## config.mk

```make
export PLATFORM = sky130hd
export DESIGN_NAME = hazard_ctrl
export DESIGN_NICKNAME = d
export VERILOG_FILES = /design/src/rtl/hazard_ctrl.sv
export SDC_FILE = /design/constraint.sdc
export NUM_CORES = 1
export LEC_CHECK = 0
export CAP_MARGIN = 20
export CORE_ASPECT_RATIO = 1.2
export CORE_MARGIN = 10
export CORE_UTILIZATION = 45
export DETAILED_ROUTE_END_ITERATION = 12
export PLACE_DENSITY_LB_ADDON = 0.25
export SLEW_MARGIN = 0
export SYNTH_ARGS = -nofsm -noshare
export SYNTH_HDL_FRONTEND = slang
export SYNTH_SLANG_ARGS = --single-unit
export TNS_END_PERCENT = 5
```

## constraint.sdc

```tcl
create_clock -name clk -period 1.6 [get_ports clk]
set_input_delay 0.16 -clock clk [delete_from_list [all_inputs] [get_ports clk]]
set_output_delay 0.16 -clock clk [all_outputs]
set_load 0.01 [all_outputs]
```

## src/rtl/hazard_ctrl.sv

```systemverilog
// rtl/hazard_ctrl.sv - 5-stage pipeline hazard controller: bypass selects, load-use stall, redirect flush, halt.
// Optional build macro HAZARD_STATS_EN adds the stall_cnt/flush_cnt performance counters.
package hazard_pkg;
  typedef enum logic [1:0] {
    SRC_REG = 2'd0,
    SRC_MEM = 2'd1,
    SRC_WB  = 2'd2
  } hu_src_e;
endpackage

module hazard_ctrl
  import hazard_pkg::*;
#(
  parameter int REG_W = 5
) (
  input  logic             clk,
  input  logic             rst,
  input  logic             id_valid,
  input  logic [REG_W-1:0] id_rs1,
  input  logic [REG_W-1:0] id_rs2,
  input  logic [REG_W-1:0] id_rd,
  input  logic             id_reg_write,
  input  logic             id_mem_read,
  input  logic             id_is_final,
  input  logic             pc_reset,
  output hu_src_e          rs1s,
  output hu_src_e          rs2s,
  output logic             stall_fd,
  output logic             flush_fd,
  output logic             bubble_ex,
  output logic             halt
`ifdef HAZARD_STATS_EN
  ,
  output logic [31:0]      stall_cnt,
  output logic [31:0]      flush_cnt
`endif
);

  typedef struct packed {
    logic             valid;
    logic [REG_W-1:0] rd;
    logic [REG_W-1:0] rs1;
    logic [REG_W-1:0] rs2;
    logic             reg_write;
    logic             mem_read;
    logic             is_final;
  } slot_t;

  typedef enum logic [1:0] {
    S_RUN,
    S_LU_STALL,
    S_REDIRECT,
    S_HALT
  } state_e;

  state_e state;
  slot_t  id_slot;
  slot_t  ex_q;
  slot_t  mem_q;
  slot_t  wb_q;
  logic   lu;
  logic   final_wb;

  // Source registers of retiring instructions are kept for completeness only.
  logic unused_wb_fields;
  assign unused_wb_fields = ^{wb_q.rs1, wb_q.rs2, wb_q.mem_read};

  function automatic logic writes_reg(input slot_t s, input logic [REG_W-1:0] src);
    return s.valid && s.reg_write && (s.rd != '0) && (s.rd == src);
  endfunction

  function automatic hu_src_e fwd_sel(input logic ex_valid, input logic [REG_W-1:0] src,
                                      input slot_t m, input slot_t w);
    if (!ex_valid)              return SRC_REG;
    else if (writes_reg(m, src)) return SRC_MEM;
    else if (writes_reg(w, src)) return SRC_WB;
    else                         return SRC_REG;
  endfunction

  always_comb begin
    id_slot           = '0;
    id_slot.valid     = id_valid;
    id_slot.rd        = id_rd;
    id_slot.rs1       = id_rs1;
    id_slot.rs2       = id_rs2;
    id_slot.reg_write = id_reg_write;
    id_slot.mem_read  = id_mem_read;
    id_slot.is_final  = id_is_final;
  end

  assign rs1s = fwd_sel(ex_q.valid, ex_q.rs1, mem_q, wb_q);
  assign rs2s = fwd_sel(ex_q.valid, ex_q.rs2, mem_q, wb_q);

  assign lu = ex_q.valid && ex_q.mem_read && (ex_q.rd != '0) && id_valid &&
              ((id_rs1 == ex_q.rd) || (id_rs2 == ex_q.rd));

  assign final_wb = wb_q.valid && wb_q.is_final;

  // A redirect outranks a load-use stall: the dependent instruction is wrong-path anyway.
  always_comb begin
    stall_fd = 1'b0;
    flush_fd = 1'b0;
    unique case (state)
      S_RUN: begin
        flush_fd = pc_reset;
        stall_fd = lu && !pc_reset;
      end
      S_HALT:  stall_fd = 1'b1;
      default: ;
    endcase
  end

  always_ff @(posedge clk) begin
    if (rst) begin
      ex_q  <= '0;
      mem_q <= '0;
      wb_q  <= '0;
    end else begin
      wb_q        <= mem_q;
      mem_q       <= ex_q;
      mem_q.valid <= ex_q.valid && !bubble_ex;
      ex_q        <= id_slot;
      ex_q.valid  <= id_valid && !stall_fd && !flush_fd;
    end
  end

  always_ff @(posedge clk) begin
    if (rst) begin
      state     <= S_RUN;
      bubble_ex <= 1'b0;
      halt      <= 1'b0;
    end else if (final_wb) begin
      state     <= S_HALT;
      bubble_ex <= 1'b1;
      halt      <= 1'b1;
    end else begin
      unique case (state)
        S_RUN: begin
          if (pc_reset) begin
            state     <= S_REDIRECT;
            bubble_ex <= 1'b1;
          end else if (lu) begin
            state     <= S_LU_STALL;
            bubble_ex <= 1'b1;
          end else begin
            bubble_ex <= 1'b0;
          end
        end
        S_LU_STALL, S_REDIRECT: begin
          state     <= S_RUN;
          bubble_ex <= 1'b0;
        end
        S_HALT: begin
          bubble_ex <= 1'b1;
          halt      <= 1'b1;
        end
        default: begin
          state     <= S_RUN;
          bubble_ex <= 1'b0;
        end
      endcase
    end
  end

`ifdef HAZARD_STATS_EN
  always_ff @(posedge clk) begin
    if (rst) begin
      stall_cnt <= '0;
      flush_cnt <= '0;
    end else begin
      if (stall_fd && (state != S_HALT)) stall_cnt <= stall_cnt + 32'd1;
      if (flush_fd)                      flush_cnt <= flush_cnt + 32'd1;
    end
  end
`endif

endmodule

```

# == Word-level counts from Yosys, hierarchy flattened ==
# Index checks and enable logic that the tools add are counted.
# totals
out_inout_bits,8
in_bits,22
ff_bits,39
# op_classes
n_mux,18
reduce_logical,30
eq_ne,10
# op_table
op,n
equality test 5 bit,6
two-way mux 2 bit,9
logical AND 1 bit,17
nonzero test 5 bit,3
two-way mux 1 bit,6
equality test 2 bit (second input constant),2
zero test 1 bit,4
!= test 4 bit (second input constant),1
case mux 2 bit (2 select lines),1
case mux 1 bit (3 select lines),1
nonzero test 3 bit,1
equality test 2 x 1 -> 1 bit (second input constant),1
zero test 2 bit,1
case mux 1 bit (2 select lines),1
AND reduction 2 bit,1
nonzero test 2 bit,1
OR reduction 2 bit,1
logical OR 1 bit,1

# == Longest topological paths before layout ==
# Gate-level depths: netlist of run 1.
# logic_depth
depth_word,9
ltp_mapped,6

# == Worst setup path after synthesis of run 1 ==
# No wires, ideal clock.
# synth_timing
path_type,register to output
start,register mem_q[16] (netlist name)
end,output port rs1s[1]
path_stages_with_launch,5
t_arrival_ns,1.566
path_buffers,0
setup_slack_ns,-0.126
path_cell_list,dfxtp_1 > or4_1 > o211ai_1 > nor4_1 > nor4_1
# synth_via
elab_chain_cells,5
word_cells_on_any_way,6
classes_between,eq/ne: 1; mux: 2; reduce/logical: 3
# synth_rtl
element,line,text
"start, declared",59,slot_t mem_q;
"start signal, assigned",120,mem_q <= ex_q;
nonzero test 5 bit,69,return s.valid && s.reg_write && (s.rd != '0) && (s.rd == src);
logical AND 1 bit,69,
logical AND 1 bit (*),69,
two-way mux 2 bit (*),75,"else if (writes_reg(m, src)) return SRC_MEM;"
two-way mux 2 bit (*),74,if (!ex_valid) return SRC_REG;
"end, declared",26,"output hu_src_e rs1s,"
# Every way passes the cells marked *; elsewhere a longest branch is shown, timed or not.

# == Final worst setup path of run 1 ==
# layout_timing
start,register mem_q[17] (netlist name)
end,output port rs2s[1]
# layout_via
elab_chain_cells,5
word_cells_on_any_way,6
classes_between,eq/ne: 1; mux: 2; reduce/logical: 3
# layout_rtl
element,line,text
nonzero test 5 bit,69,
logical AND 1 bit,69,
logical AND 1 bit (*),69,
two-way mux 2 bit (*),75,
two-way mux 2 bit (*),74,
"end, declared",27,"output hu_src_e rs2s,"
# Marks and branches as above.

==> metrics.txt, run 1 <==
port bufs 29; overall routed net length 3.478 mm; share of Yosys cell area claimed by the top area cell type 47.71%; total die area 0.006459 sq mm; clock edge transition at the registers on the reported setup and hold paths 70 ps; count of unique library cells instantiated by Yosys 29; peak supply drop 0.0007970 V; startpoint-to-endpoint class of the critical path register to primary output; routed vias/inst 4.890; crit path max fanout 2; Seq cells post-synth 39; endpoint of the worst-slack reg-to-reg timing path state[0]; global placer's final weighted congestion 0.8055; Die Span X 75.05 um; worst clock skew 4.876 ps; io pins 30; number of placement rows 23; CTS sink cnt 39; synth warn 0; cell chosen for the clock root sky130_fd_sc_hd__clkbuf_8; first-pass GRT wire length approximately 6.0 mm; Antenna diodes 0; number of maximum-capacitance violations 0; data required time of the worst path 1440 ps; cell area reported after detailed placement about 0.0022 sq mm; number of antenna-violating nets in the routed design 0; final-report hold violation count 0; maximum number of pins on one net before global-route repair 21; leading cell types by total area after synthesis sky130_fd_sc_hd__dfxtp_1 48%, sky130_fd_sc_hd__nor2b_1 13%, sky130_fd_sc_hd__xor2_1 12%, sky130_fd_sc_hd__xnor2_1 4.3%, sky130_fd_sc_hd__ha_1 2.3%; final clock period utilization by the worst path 130.1%; RR Startpoint ex_q[14]; fill cell count 284; cell type with the highest aggregate area in the netlist sky130_fd_sc_hd__dfxtp_1; Congestion Overflow GR 0; Worst Min Path Start id_rd[2]; number of nets in the finished design 242; clock period minus worst slack approximately 2100 ps; Hold Path Stages 2; H-Tree Level Count 2; worst slack after detailed placement -669.7 ps; Die Height about 86 um; initial cell density of the core 47.79%; critical path endpoint category primary output; status finished with violations; Static Leak 1.001 nW; DRT Pass-1 Iters 4; signed area change from the synthesized netlist to the final layout 41.36%; CTS tree done; mean routed wirelength per cell 13.64 um; total routing usage reported by global routing 11.87%; layout cells sized above 1 28.90%; met2 track demand over resource 20.63%; highest clock frequency the design can meet 0.4804 GHz; part of the Yosys area used for sequential elements 47.71%; via count 1247; data arrival at the endpoint of the critical path roughly 1900 ps; areal power density over the cells 1158 mW/mm^2; clock latency of the later-clocked register in the worst-skew pair 290 ps; RSZ-0062 raised after global routing yes; reg2reg path depth 6; maximum clock insertion buffer count 2; number of pins exceeding their max-slew limit in the final report 0; final setup violation count 8; met3 routing resource usage after global routing 4.614%; number of antenna violations at the first check in global routing 0; area of the mapped netlist 0.001637 sq mm; number of instances in the synthesized netlist 157; nets in the synthesized netlist 182; post-route standard cell area excluding fillers between 0.002 and 0.0025 sq mm; Slew HR 80.21%; Total Power Consumption between 2 and 3 mW; final core utilization 67.56%; Worst setup SP type register; path type of the worst min-delay path primary input to register; post-detailed-route DRC marker count 0; final worst slack -481.4 ps; worst setup slack for register-to-register paths -130 ps; Least-Margin Pin Slew 295.6 ps; initial DRC count 41; Core ar. 0.003425 sq mm; failing checks negative setup slack; most frequent cells in the layout 33 x sky130_fd_sc_hd__nor2b_1, 33 x sky130_fd_sc_hd__dfxtp_1, 28 x sky130_fd_sc_hd__buf_4, 23 x sky130_fd_sc_hd__clkdlybuf4s50_1, 22 x sky130_fd_sc_hd__xor2_1; endpoint with the worst hold slack ex_q[15]; Hold WS 413.1 ps; Inserted Clock Buffers 5; global routing usage on met1 a little under an eighth; mean post-synth cell area about 10 sq um; number of global-route vias before repair around 1300; detailed placement HPWL 2.760 mm; GRT busiest layer met2
[per-layer routing]
metal / up-vias / wire, um
li1: 638 / -
met1: 573 / 1408
met2: 30 / 1769
met3: 6 / 233
met4: 0 / 66
met5: - / 0
[stage by stage]
step                setup TNS (ps)  std cells
detailed placement           -3701        244
CTS                          -2612        255
global placement             -3396        244
floorplan                        0        157
global route                 -3246        255
finish                       -2427        255
[state kept, by name, summed over array words and instances, names as in the netlist]
signal	flops
ex_q	19
mem_q	8
wb_q	8
state	2
bubble_ex	1
halt	1
[critical path: stages, from the launching register on]
cell,delay [ps]
sky130_fd_sc_hd__dfxtp_2,320
sky130_fd_sc_hd__or4_4,520
sky130_fd_sc_hd__o211ai_1,260
sky130_fd_sc_hd__buf_4,170
sky130_fd_sc_hd__nor4_2,40
sky130_fd_sc_hd__nor3_1,160
sky130_fd_sc_hd__buf_2,160
[synthesized netlist by cell type (all sizes together)]
cell     count
nor3         5
o22ai        1
ha           3
nor4         3
a22oi        1
o21ai        1
nor2         6
a211oi       2
xor2        22
a21oi        3
nand3        4
nor2b       33
clkbuf       4
nand2        3
or4          4
o2111ai      1
and4b        1
nor3b        1
o211ai       2
nor4b        1
inv          5
dfxtp       39
xnor2        8
o221a        2
and2         2
[cell families (layout without fill, tap and decap cells)]
group | count (synthesis) | in the layout | share of synthesized area [%]
AOI/OAI and AO/OA | 13 | 13 | 6.727
xor gates and xnor gates | 30 | 30 | 16.05
adders and majority gates | 3 | 3 | 2.294
buffers and inverters | 9 | 70 | 2.064
DFF | 39 | 39 | 47.71
and+or+nand+nor | 63 | 63 | 25.15
[where the power goes]
| part | switching (mW) | internal, mW | total (mW) |
|---|---|---|---|
| Combinational | 0.322 | 0.411 | 0.734 |
| Clock | 0.331 | 0.504 | 0.835 |
| Sequential | 0.0524 | 1.06 | 1.11 |
[cell type report]
cell class | count | area (sq um) | share of cell area (%)
Tap cell | 37 | 46.29 | 2.001
Multi-Input combinational cell | 109 | 859.6 | 37.16
Timing Repair Buffer | 57 | 483.0 | 20.88
Clock buffer | 6 | 82.58 | 3.569
Clock inverter | 2 | 35.03 | 1.514
Sequential cell | 39 | 788.3 | 34.07
Inverter | 5 | 18.77 | 0.8112
[how the worst max path moves through the flow]
| stage | end | start |
|---|---|---|
| 2_1_floorplan | stall_fd | ex_q[13] |
| 3_3_place_gp | stall_fd | id_rs1[2] |
| 3_5_place_dp | stall_fd | id_rs1[0] |
| 4_1_cts | rs1s[1] | mem_q[17] |
| 5_1_grt | rs1s[1] | mem_q[17] |
| 6_report | rs2s[1] | mem_q[17] |
[timing repair]
item | 4_1_cts | 5_1_grt
pin swaps | 6 | 3
hold buffers | 0 | 0
buffers inserted | 3 | 0
endpoints found under the setup margin | 9 | 9
resized for setup | 28 | 3
Power figures use the tool's default switching activity.
==> run 2, diff against run 1 <==
CORE_ASPECT_RATIO = 0.7   (was 1.2)
==> run 2 against run 1 <==
Effect of this change: the run still ends with negative setup slack left; hold slack better by 4.8 ps; final area grew 1.8%; clock skew increased by 1.7 ps; via count is 3.0% higher; total power down 5.8%; count of clock-buffer cells in the layout shrank 1; wire length is 12% higher.
==> metrics.txt, run 2 (synthesis results as in run 1) <==
status finished with violations (unchanged); failing checks negative setup slack (unchanged); fin cells 277 (was 255); data arrival at the endpoint of the critical path 1950 ps (was 1920 ps); initial DRC count 26 (was 41); clock period minus worst slack 2107 ps (was 2081 ps); fill cell count 293 (was 284); highest clock frequency the design can meet 0.4746 GHz (was 0.4804 GHz); Slew HR 79.40% (was 80.21%); Congestion Overflow GR 0 (unchanged); number of pins exceeding their max-slew limit in the final report 0 (unchanged); cell chosen for the clock root sky130_fd_sc_hd__clkbuf_8 (unchanged); Antenna diodes 0 (unchanged); routed vias/inst 4.639 (was 4.890); final setup violation count 8 (unchanged); mean routed wirelength per cell 14.05 um (was 13.64 um); Least-Margin Pin Slew 306.5 ps (was 295.6 ps); peak supply drop 0.0006590 V (was 0.0007970 V); critical path launch point mem_q[16] (was mem_q[17]); number of placement rows 18 (was 23); detailed placement HPWL 3.093 mm (was 2.760 mm); final worst slack -506.9 ps (was -481.4 ps); Worst Min Path Start id_rd[1] (was id_rd[2]); number of nets in the finished design 251 (was 242); path type of the worst min-delay path primary input to register (unchanged); Hold-fix buffers, CTS 0 (unchanged); startpoint-to-endpoint class of the critical path register to primary output (unchanged); total area of multi-input combinational cells 858.3 sq um (was 859.6 sq um); Static Leak 1.034 nW (was 1.001 nW); signed area change from the synthesized netlist to the final layout 43.88% (was 41.36%); FF+latch area 788.3 sq um (unchanged); RSZ-0062 raised after global routing yes (unchanged); biggest regs ex_q (19), mem_q (8), wb_q (8) (unchanged); final-report hold violation count 0 (unchanged); Inserted Clock Buffers 5 (unchanged); CTS tree done (unchanged); post-detailed-route DRC marker count 0 (unchanged); most frequent cells in the layout 37 x sky130_fd_sc_hd__buf_4, 33 x sky130_fd_sc_hd__nor2b_1, 33 x sky130_fd_sc_hd__dfxtp_1, 23 x sky130_fd_sc_hd__clkdlybuf4s50_1, 22 x sky130_fd_sc_hd__xor2_1 (was 33 x sky130_fd_sc_hd__nor2b_1, 33 x sky130_fd_sc_hd__dfxtp_1, 28 x sky130_fd_sc_hd__buf_4, 23 x sky130_fd_sc_hd__clkdlybuf4s50_1, 22 x sky130_fd_sc_hd__xor2_1); initial cell density of the core 46.58% (was 47.79%); RR Startpoint ex_q[14] (unchanged); layout cells sized above 1 31.28% (was 28.90%); io pins 30 (unchanged); overall routed net length 3.892 mm (was 3.478 mm); final clock period utilization by the worst path 131.7% (was 130.1%); clock latency of the later-clocked register in the worst-skew pair 290 ps (about the same); clock edge transition at the registers on the reported setup and hold paths 70 ps (about the same); CTS sink cnt 39 (unchanged); max reg flops 19 (unchanged); Die Height 70.46 um (was 86.06 um); number of global-route vias before repair 1413 (was 1345); H-Tree Level Count 2 (unchanged); number of antenna violations at the first check in global routing 0 (unchanged); maximum clock insertion buffer count 2 (unchanged); number of antenna-violating nets in the routed design 0 (unchanged); worst clock skew 6.590 ps (was 4.876 ps); maximum number of pins on one net before global-route repair 22 (was 21); final setup TNS -2498 ps (was -2427 ps); areal power density over the cells 1072 mW/mm^2 (was 1158 mW/mm^2); DRT Pass-1 Iters 4 (unchanged); register with the most flip-flops ex_q (unchanged); Die Span X 92.08 um (was 75.05 um); final core utilization 67.02% (was 67.56%); global placer's final weighted congestion 0.9029 (was 0.8055); Core ar. 0.003513 sq mm (was 0.003425 sq mm); total die area 0.006488 sq mm (was 0.006459 sq mm); first-pass GRT wire length 6.451 mm (was 5.954 mm); number of maximum-capacitance violations 0 (unchanged); data required time of the worst path 1440 ps (about the same); crit path max fanout 2 (unchanged); Worst setup SP type register (unchanged); most common cell after layout, fill and taps aside sky130_fd_sc_hd__buf_4; Inst Count DP 264 (was 244); port bufs 29 (unchanged); total routing usage reported by global routing 12.41% (was 11.87%); critical path endpoint category primary output (unchanged); via count 1285 (was 1247)
run 2: cell types whose count changed in the layout (fill, tap and decap cells not counted), sizes merged:
cell	change
clkinv	+2
buf	+9
bufinv	-1
clkdlybuf4s15	-1
run 2: area by class of cell:
| type | count | share of cell area, % |
|---|---|---|
| well taps | 50 | 2.657 |
| multi-input cells | 109 | 36.45 |
| repair buffers | 66 | 23.06 |
| clock buffers | 5 | 2.922 |
| clock inverters | 3 | 0.6376 |
| inverters | 5 | 0.7970 |
| flip-flops and latches | 39 | 33.48 |
run 2: what timing repair did:
item	in CTS	in global routing
setup endpoints to repair	9	9
buffers inserted	4	1
resized for setup	26	4
pin swaps	5	1
run 2: power breakdown:
part / internal [mW] / leakage, nW / switching (mW)
registers: 1.06 / 0.324 / 0.0543
clock network: 0.298 / 0.0477 / 0.326
logic: 0.432 / 0.662 / 0.354
total: 1.79 / 1.03 / 0.734
run 2: stage by stage:
stage | cell area (sq um) | worst slack (ps) | power (mW) | hold slack (ps)
after detailed placement | 2235 | -688.1 | 1.904 | 428.1
after global placement | 2235 | -666.7 | 1.860 | 419.9
final | 2355 | -506.9 | 2.524 | 417.9
after global routing | 2355 | -647.8 | 2.662 | 423.7
after CTS | 2349 | -519.7 | 2.539 | 411.2
after floorplan | 1657 | 3.233 | 1.524 | 288.2
run 2: per-layer routing:
layer  vias to the layer above  part of all wire (%)  GRT usage (%)
li1                        656                     -              -
met3                         8                   5.0          4.269
met1                       595                    44          13.73
met5                         -                     0              0
met4                         0                   1.7          4.608
met2                        26                    50          21.41
run 2: path summary, 6_finish.rpt:
kind | slack (ps) | depth (start not counted) | to
worst max register to register | -140 | 6 | state[1]
worst min register to register | 440 | 1 | mem_q[18]
worst max-delay path | -510 | 7 | rs1s[1]
worst min-delay path | 420 | 2 | ex_q[14]
run 2: worst max-delay path: stages, from the launching register on:
cell	delay, ps
sky130_fd_sc_hd__dfxtp_1	310
sky130_fd_sc_hd__or4_1	520
sky130_fd_sc_hd__o211ai_1	220
sky130_fd_sc_hd__buf_4	160
sky130_fd_sc_hd__nor4_2	50
sky130_fd_sc_hd__buf_4	140
sky130_fd_sc_hd__nor4_4	100
sky130_fd_sc_hd__buf_2	160
